## src/rtl/riscv_pkg.sv

```systemverilog
// Shared definitions for the multicycle RV32 subset core: opcodes, controller
// states and the datapath select/control encodings used by both controller and datapath.
package riscv_pkg;

    // Major opcodes of the supported instruction subset
    localparam logic [6:0] OP_LOAD   = 7'b0000011;
    localparam logic [6:0] OP_STORE  = 7'b0100011;
    localparam logic [6:0] OP_RTYPE  = 7'b0110011;
    localparam logic [6:0] OP_ITYPE  = 7'b0010011;
    localparam logic [6:0] OP_BRANCH = 7'b1100011;
    localparam logic [6:0] OP_JAL    = 7'b1101111;
    localparam logic [6:0] OP_LUI    = 7'b0110111;

    // Controller states
    typedef enum logic [3:0] {
        FETCH,
        DECODE,
        MEMADR,
        MEMREAD,
        MEMWB,
        MEMWRITE,
        EXEC_R,
        EXEC_I,
        ALUWB,
        BRANCH,
        JAL,
        LUI,
        TRAP
    } state_t;

    // ALU operation encodings
    localparam logic [2:0] ALU_ADD = 3'b000;
    localparam logic [2:0] ALU_SUB = 3'b001;
    localparam logic [2:0] ALU_AND = 3'b010;
    localparam logic [2:0] ALU_OR  = 3'b011;
    localparam logic [2:0] ALU_SLT = 3'b101;

    // Immediate format encodings
    localparam logic [2:0] IMM_I = 3'b000;
    localparam logic [2:0] IMM_S = 3'b001;
    localparam logic [2:0] IMM_B = 3'b010;
    localparam logic [2:0] IMM_J = 3'b011;
    localparam logic [2:0] IMM_U = 3'b100;

    // Result mux encodings
    localparam logic [1:0] RES_ALUOUT = 2'b00;
    localparam logic [1:0] RES_DATA   = 2'b01;
    localparam logic [1:0] RES_ALU    = 2'b10;
    localparam logic [1:0] RES_IMM    = 2'b11;

    // ALU operand A mux encodings
    localparam logic [1:0] SRCA_PC    = 2'b00;
    localparam logic [1:0] SRCA_OLDPC = 2'b01;
    localparam logic [1:0] SRCA_RS1   = 2'b10;

    // ALU operand B mux encodings
    localparam logic [1:0] SRCB_RS2  = 2'b00;
    localparam logic [1:0] SRCB_IMM  = 2'b01;
    localparam logic [1:0] SRCB_FOUR = 2'b10;

    // A store is the only memory opcode that needs the S-format immediate
    function automatic logic is_store(input logic [6:0] op);
        return op == OP_STORE;
    endfunction

endpackage

```

## src/rtl/alu_decoder.sv

```systemverilog
// Maps funct3/funct7 of an R- or I-type ALU instruction to an ALU operation
// and flags encodings the core does not implement.
module alu_decoder
    import riscv_pkg::*;
(
    input  logic [2:0] funct3,
    input  logic       funct7_5,
    input  logic       is_rtype,
    output logic [2:0] alu_control,
    output logic       legal
);

    // Subtract exists only as an R-type; addi with bit 30 set is still an add
    always_comb begin
        alu_control = ALU_ADD;
        legal       = 1'b1;
        case (funct3)
            3'b000:  alu_control = (is_rtype && funct7_5) ? ALU_SUB : ALU_ADD;
            3'b010:  alu_control = ALU_SLT;
            3'b110:  alu_control = ALU_OR;
            3'b111:  alu_control = ALU_AND;
            default: legal = 1'b0;
        endcase
    end

endmodule

```

## src/rtl/multicycle_ctrl.sv

```systemverilog
// Moore-style sequencing controller for the multicycle RV32 subset core sharing
// one instruction/data memory port; also keeps the trap flag and retire counter.
module multicycle_ctrl
    import riscv_pkg::*;
(
    input  logic        clk,
    input  logic        rst,
    input  logic [6:0]  opcode,
    input  logic [2:0]  funct3,
    input  logic        funct7_5,
    input  logic        zero,
    input  logic        mem_ready,
    output logic        mem_req,
    output logic        MemWrite,
    output logic        AdrSrc,
    output logic        IRWrite,
    output logic        PCWrite,
    output logic        RegWrite,
    output logic [1:0]  ALUSrcA,
    output logic [1:0]  ALUSrcB,
    output logic [1:0]  ResultSrc,
    output logic [2:0]  ImmSrc,
    output logic [2:0]  ALUControl,
    output logic        illegal,
    output logic [31:0] instret
);

    state_t      state_q, state_d;
    logic [31:0] instret_q, instret_d;
    logic        illegal_q, illegal_d;
    logic        retire;
    logic [2:0]  dec_alu_control;
    logic        dec_legal;

    alu_decoder u_alu_decoder (
        .funct3      (funct3),
        .funct7_5    (funct7_5),
        .is_rtype    (state_q == EXEC_R),
        .alu_control (dec_alu_control),
        .legal       (dec_legal)
    );

    // Per-state strobes/selects and next state; reset blanks every output combinationally
    always_comb begin
        state_d    = state_q;
        retire     = 1'b0;
        mem_req    = 1'b0;
        MemWrite   = 1'b0;
        AdrSrc     = 1'b0;
        IRWrite    = 1'b0;
        PCWrite    = 1'b0;
        RegWrite   = 1'b0;
        ALUSrcA    = SRCA_PC;
        ALUSrcB    = SRCB_RS2;
        ResultSrc  = RES_ALUOUT;
        ImmSrc     = IMM_I;
        ALUControl = ALU_ADD;
        illegal    = illegal_q;
        case (state_q)
            FETCH: begin
                mem_req   = 1'b1;
                ALUSrcA   = SRCA_PC;
                ALUSrcB   = SRCB_FOUR;
                ResultSrc = RES_ALU;
                if (mem_ready) begin
                    IRWrite = 1'b1;
                    PCWrite = 1'b1;
                    state_d = DECODE;
                end
            end
            DECODE: begin
                ALUSrcA = SRCA_OLDPC;
                ALUSrcB = SRCB_IMM;
                ImmSrc  = (opcode == OP_JAL) ? IMM_J : IMM_B;
                case (opcode)
                    OP_LOAD, OP_STORE: state_d = MEMADR;
                    OP_RTYPE:          state_d = EXEC_R;
                    OP_ITYPE:          state_d = EXEC_I;
                    OP_BRANCH:         state_d = BRANCH;
                    OP_JAL:            state_d = JAL;
                    OP_LUI:            state_d = LUI;
                    default:           state_d = TRAP;
                endcase
            end
            MEMADR: begin
                ALUSrcA = SRCA_RS1;
                ALUSrcB = SRCB_IMM;
                ImmSrc  = is_store(opcode) ? IMM_S : IMM_I;
                state_d = is_store(opcode) ? MEMWRITE : MEMREAD;
            end
            MEMREAD: begin
                mem_req = 1'b1;
                AdrSrc  = 1'b1;
                if (mem_ready) begin
                    state_d = MEMWB;
                end
            end
            MEMWB: begin
                ResultSrc = RES_DATA;
                RegWrite  = 1'b1;
                retire    = 1'b1;
                state_d   = FETCH;
            end
            MEMWRITE: begin
                mem_req  = 1'b1;
                MemWrite = 1'b1;
                AdrSrc   = 1'b1;
                if (mem_ready) begin
                    retire  = 1'b1;
                    state_d = FETCH;
                end
            end
            EXEC_R, EXEC_I: begin
                ALUSrcA    = SRCA_RS1;
                ALUSrcB    = (state_q == EXEC_R) ? SRCB_RS2 : SRCB_IMM;
                ImmSrc     = IMM_I;
                ALUControl = dec_alu_control;
                state_d    = dec_legal ? ALUWB : TRAP;
            end
            ALUWB: begin
                ResultSrc = RES_ALUOUT;
                RegWrite  = 1'b1;
                retire    = 1'b1;
                state_d   = FETCH;
            end
            BRANCH: begin
                ALUSrcA    = SRCA_RS1;
                ALUSrcB    = SRCB_RS2;
                ALUControl = ALU_SUB;
                ResultSrc  = RES_ALUOUT;
                if (funct3[2:1] == 2'b00) begin
                    PCWrite = zero ^ funct3[0];
                    retire  = 1'b1;
                    state_d = FETCH;
                end else begin
                    state_d = TRAP;
                end
            end
            JAL: begin
                ALUSrcA   = SRCA_OLDPC;
                ALUSrcB   = SRCB_FOUR;
                ResultSrc = RES_ALUOUT;
                PCWrite   = 1'b1;
                RegWrite  = 1'b1;
                retire    = 1'b1;
                state_d   = FETCH;
            end
            LUI: begin
                ImmSrc    = IMM_U;
                ResultSrc = RES_IMM;
                RegWrite  = 1'b1;
                retire    = 1'b1;
                state_d   = FETCH;
            end
            TRAP: begin
                state_d = TRAP;
            end
            default: begin
                state_d = TRAP;
            end
        endcase
        if (rst) begin
            state_d    = FETCH;
            retire     = 1'b0;
            mem_req    = 1'b0;
            MemWrite   = 1'b0;
            AdrSrc     = 1'b0;
            IRWrite    = 1'b0;
            PCWrite    = 1'b0;
            RegWrite   = 1'b0;
            ALUSrcA    = SRCA_PC;
            ALUSrcB    = SRCB_RS2;
            ResultSrc  = RES_ALUOUT;
            ImmSrc     = IMM_I;
            ALUControl = ALU_ADD;
            illegal    = 1'b0;
        end
    end

    // Retire counter wraps naturally; the trap flag sets on entry to TRAP and sticks
    always_comb begin
        instret_d = instret_q + {31'd0, retire};
        illegal_d = illegal_q | (state_d == TRAP);
    end

    assign instret = instret_q;

    // State, retire count and trap flag registers
    always_ff @(posedge clk or posedge rst) begin
        if (rst) begin
            state_q   <= FETCH;
            instret_q <= 32'd0;
            illegal_q <= 1'b0;
        end else begin
            state_q   <= state_d;
            instret_q <= instret_d;
            illegal_q <= illegal_d;
        end
    end

endmodule
```

## config.mk

```make
export PLATFORM = sky130hd
export DESIGN_NAME = multicycle_ctrl
export DESIGN_NICKNAME = d
export VERILOG_FILES = /design/src/rtl/riscv_pkg.sv /design/src/rtl/alu_decoder.sv /design/src/rtl/multicycle_ctrl.sv
export SDC_FILE = /design/constraint.sdc
export NUM_CORES = 1
export LEC_CHECK = 0
export CAP_MARGIN = 15
export CORE_ASPECT_RATIO = 2
export CORE_MARGIN = 8
export CORE_UTILIZATION = 47
export DETAILED_ROUTE_END_ITERATION = 10
export PLACE_DENSITY_LB_ADDON = 0.15
export SYNTH_ARGS = -nofsm -noshare
export SYNTH_HDL_FRONTEND = slang
export SYNTH_HIERARCHICAL = 1
export SYNTH_SLANG_ARGS = --single-unit
```

## constraint.sdc

```tcl
create_clock -name clk -period 3.15 [get_ports clk]
set_clock_uncertainty 0.05 [all_clocks]
set_input_delay 0.63 -clock clk [delete_from_list [all_inputs] [get_ports clk]]
set_output_delay 0.63 -clock clk [all_outputs]
set_load 0.005 [all_outputs]
```

==> impl_metrics.tcl <==
set metrics [dict create \
    numPortBuffers 65 \
    synth_cell_type_count 46 \
    area_delta_synth_final_pct 43.3 \
    stdcell_count 381 \
    drcViolationCount 0 \
    post-place-ws_ns -0.0881 \
    critPathArrivalTime_ns 2.37 \
    yosysSeqAreaShare_pct 42.5 \
    yosys_register_bits 37 \
    synthTopCellsByArea "dfrtp_1 (42%), xnor2_1 (8.4%), nor2_1 (4.8%), xor2_1 (4.8%), nand3_1 (4.1%)" \
    drive_above_1_share_pct 10.4 \
    hold_violations 0 \
    ios 66 \
    async_reset_ff_share_pct 100 \
    tns_ns 0 \
    synth_warnings 6 \
    max_freq_mhz 328 \
    cts_sinks 37 \
    combPwrFrac_pct 25.2 \
    swShare_pct 27.6 \
    drv_cap 0 \
    fin_ws_ns 0.0996 \
    gp_congestion 0.876 \
    fin_crit_ns 3.05 \
    synth_flop_cell "dfrtp_1" \
    dieHeight_um 112 \
    dieWidth_um 64.2 \
    grt_pass1_vias 2178 \
    whs_ns 0.431 \
    p_leak_nw 1.33 \
    max-slew-margin-rel_pct 69.6 \
    syn_area_per_cell_um2 8.94 \
    final_core_utilization_pct 68.6 \
    drt_iter0_drc 142 \
    initial_core_util_pct 47.9 \
    ant_nets 0 \
    hp-class "flop to flop" \
    status "completed" \
    post-cts-setup-buffer-count 0 \
    netlist.area_leader.share_pct 42.5 \
    power.internal_mw 0.936 \
    htree_levels 2 \
    dp.cells 373 \
    critPathSlowestCell "clkdlybuf4s50_1" \
    crit_type "primary input to primary output" \
    synthesis.area_um2 2180 \
    grt_first_pass_wirelength_mm 9.74 \
    critPathCaptureType "primary output" \
    cp_max_fo 16 \
    grt_usage_pct 16.6 \
    detail_route.wl_per_cell_um 15.5 \
    die_area_um2 7210 \
    final_nets 342 \
    clock_latency_ns 0.29 \
    crit_top_cell "clkdlybuf4s50_1" \
    seqPwrFrac_pct 43.4 \
    drt_first_pass_iters 4 \
    synth_fp_nets 261 \
    ir_worst_vdd_v 0.000391 \
    synth_cells 244 \
    setup_viol 0 \
    cts_tree "done" \
    max-clock-path-buffers 2 \
    fill_cells 397 \
    critPathRequiredTime_ns 2.47 \
    pwr-share-clk_pct 31.5 \
    switchingPower_mw 0.356 \
    antenna_found_initial 0 \
    synth_edf_count 0 \
    grt_max_degree 39 \
    wl_mm 5.90 \
    synthTopCellsByCount "dfrtp_1 (37), nor2_1 (28), nand2_1 (23)" \
    yosysMostFrequentCell "dfrtp_1" \
    overflow 0 \
    viasPerCell 5.49 \
    cp-start-kind "primary input" \
    seq_area_um2 927 \
    worstMarginPinSlew_ns 0.456 \
    n_antenna_cell 0 \
    dp.final_hpwl_mm 4.68 \
    yosys.area.top_type "dfrtp_1" \
    cpPeakStageDelay_ns 0.57 \
    rows 35 \
    rsz0062_at_grt "false" \
    p_per_area_nw_per_um2 413 \
    cts_made_buffers 5 \
    root_buffer "clkbuf_8" \
    via_count 2093 \
    multiInputGateArea_um2 1190 \
    path_cells "clkdlybuf4s50_1 -> buf_4 -> nor3_1 -> nor4b_1 -> clkdlybuf4s50_1" \
    finalMaxSlewViolations 0 \
    period_share_pct 96.8 \
    core_um2 4550 \
    clk_pin_slew_ns 0.08 \
]
placed cells by master (no fill, tap or decap), types with 2 or more instances in the layout:
| master | n |
|---|---|
| nor4b_1 | 2 |
| xor2_1 | 12 |
| nand2b_1 | 5 |
| mux2i_1 | 2 |
| xnor2_1 | 21 |
| nor2_1 | 28 |
| a41o_1 | 2 |
| o221ai_1 | 2 |
| o21ai_0 | 4 |
| and2_1 | 3 |
| nand4_1 | 9 |
| inv_1 | 5 |
| clkdlybuf4s50_1 | 65 |
| nor3_1 | 7 |
| nand3_1 | 18 |
| buf_4 | 20 |
| nor2_4 | 2 |
| and3_1 | 7 |
| and4_1 | 3 |
| clkbuf_8 | 5 |
| ha_1 | 2 |
| a21oi_1 | 10 |
| a22oi_1 | 2 |
| nor2b_1 | 5 |
| dfrtp_1 | 36 |
| or3_1 | 2 |
| nand2_1 | 23 |
metal layers:
metal | wire [um] | part of all wire [%] | GRT usage, % | vias up
li1 | - | - | - | 1011
met1 | 2120 | 36 | 15.3 | 983
met2 | 3230 | 55 | 30.6 | 76
met3 | 280 | 4.7 | 3.49 | 23
met4 | 262 | 4.4 | 11.3 | 0
met5 | 0 | 0 | 0 | -
metrics by stage:
step | total power, mW | instance area, um2
after floorplan | 0.704 | 2180
after global placement | 0.890 | 3010
after detailed placement | 0.900 | 3010
after CTS | 1.31 | 3120
after global routing | 1.36 | 3130
final | 1.29 | 3130
sequential cells by signal, summed over array words and instances (netlist names):
name / cells
instret: 32
state_q: 4
illegal_q: 1
worst max-delay path: cells and delay by family:
| kind | cells | cell delay, ns |
|---|---|---|
| buffers and inverters | 3 | 1.29 |
| AND/OR/NAND/NOR | 2 | 0.44 |
layout make-up:
type,instances,area share (%)
clock inverters,2,1.24
repair buffers,85,25.6
well taps,55,2.20
clock buffers,6,2.32
flip-flops and latches,37,29.7
multi-input cells,190,38.1
inverters,6,0.841
what timing repair did:
action | 4_1_cts | 5_1_grt
gates resized for setup | 0 | 2
hold endpoints to repair | 0 | 0
hold buffers | 0 | 0
setup endpoints to repair | 0 | 5
power groups by stage:
| stage | clock [mW] | combinational, mW | sequential (mW) |
|---|---|---|---|
| detailed placement | 0 | 0.329 | 0.570 |
| CTS | 0.418 | 0.330 | 0.561 |
| global route | 0.435 | 0.356 | 0.568 |
| global placement | 0 | 0.323 | 0.567 |
| floorplan | 0 | 0.145 | 0.559 |
| finish | 0.406 | 0.325 | 0.560 |
cells by family after synthesis:
| logic type | after synthesis | share of synthesized area, % |
|---|---|---|
| buf+inv | 17 | 3.10 |
| flops | 37 | 42.5 |
| compound gates | 30 | 9.30 |
| fa+ha+maj | 2 | 1.15 |
| mux | 2 | 0.918 |
| xor+xnor | 33 | 13.3 |
| simple gates | 123 | 29.8 |
worst paths after layout:
kind                                        from                    end  slack [ns]  depth (start not counted)
setup / recovery                             rst              ImmSrc[0]         0.1                          5
hold / removal             instret[31]$_DFF_PP0_  instret[31]$_DFF_PP0_        0.43                          1
setup reg to reg            state_q[2]$_DFF_PP0_  instret[22]$_DFF_PP0_        0.40                         10
hold reg to reg            instret[31]$_DFF_PP0_  instret[31]$_DFF_PP0_        0.43                          1
max in group asynchronous                    rst   state_q[1]$_DFF_PP0_        1.86                          3
min in group asynchronous                    rst   instret[4]$_DFF_PP0_        0.85                          3
Note: power is estimated with default switching activity, not from simulation.
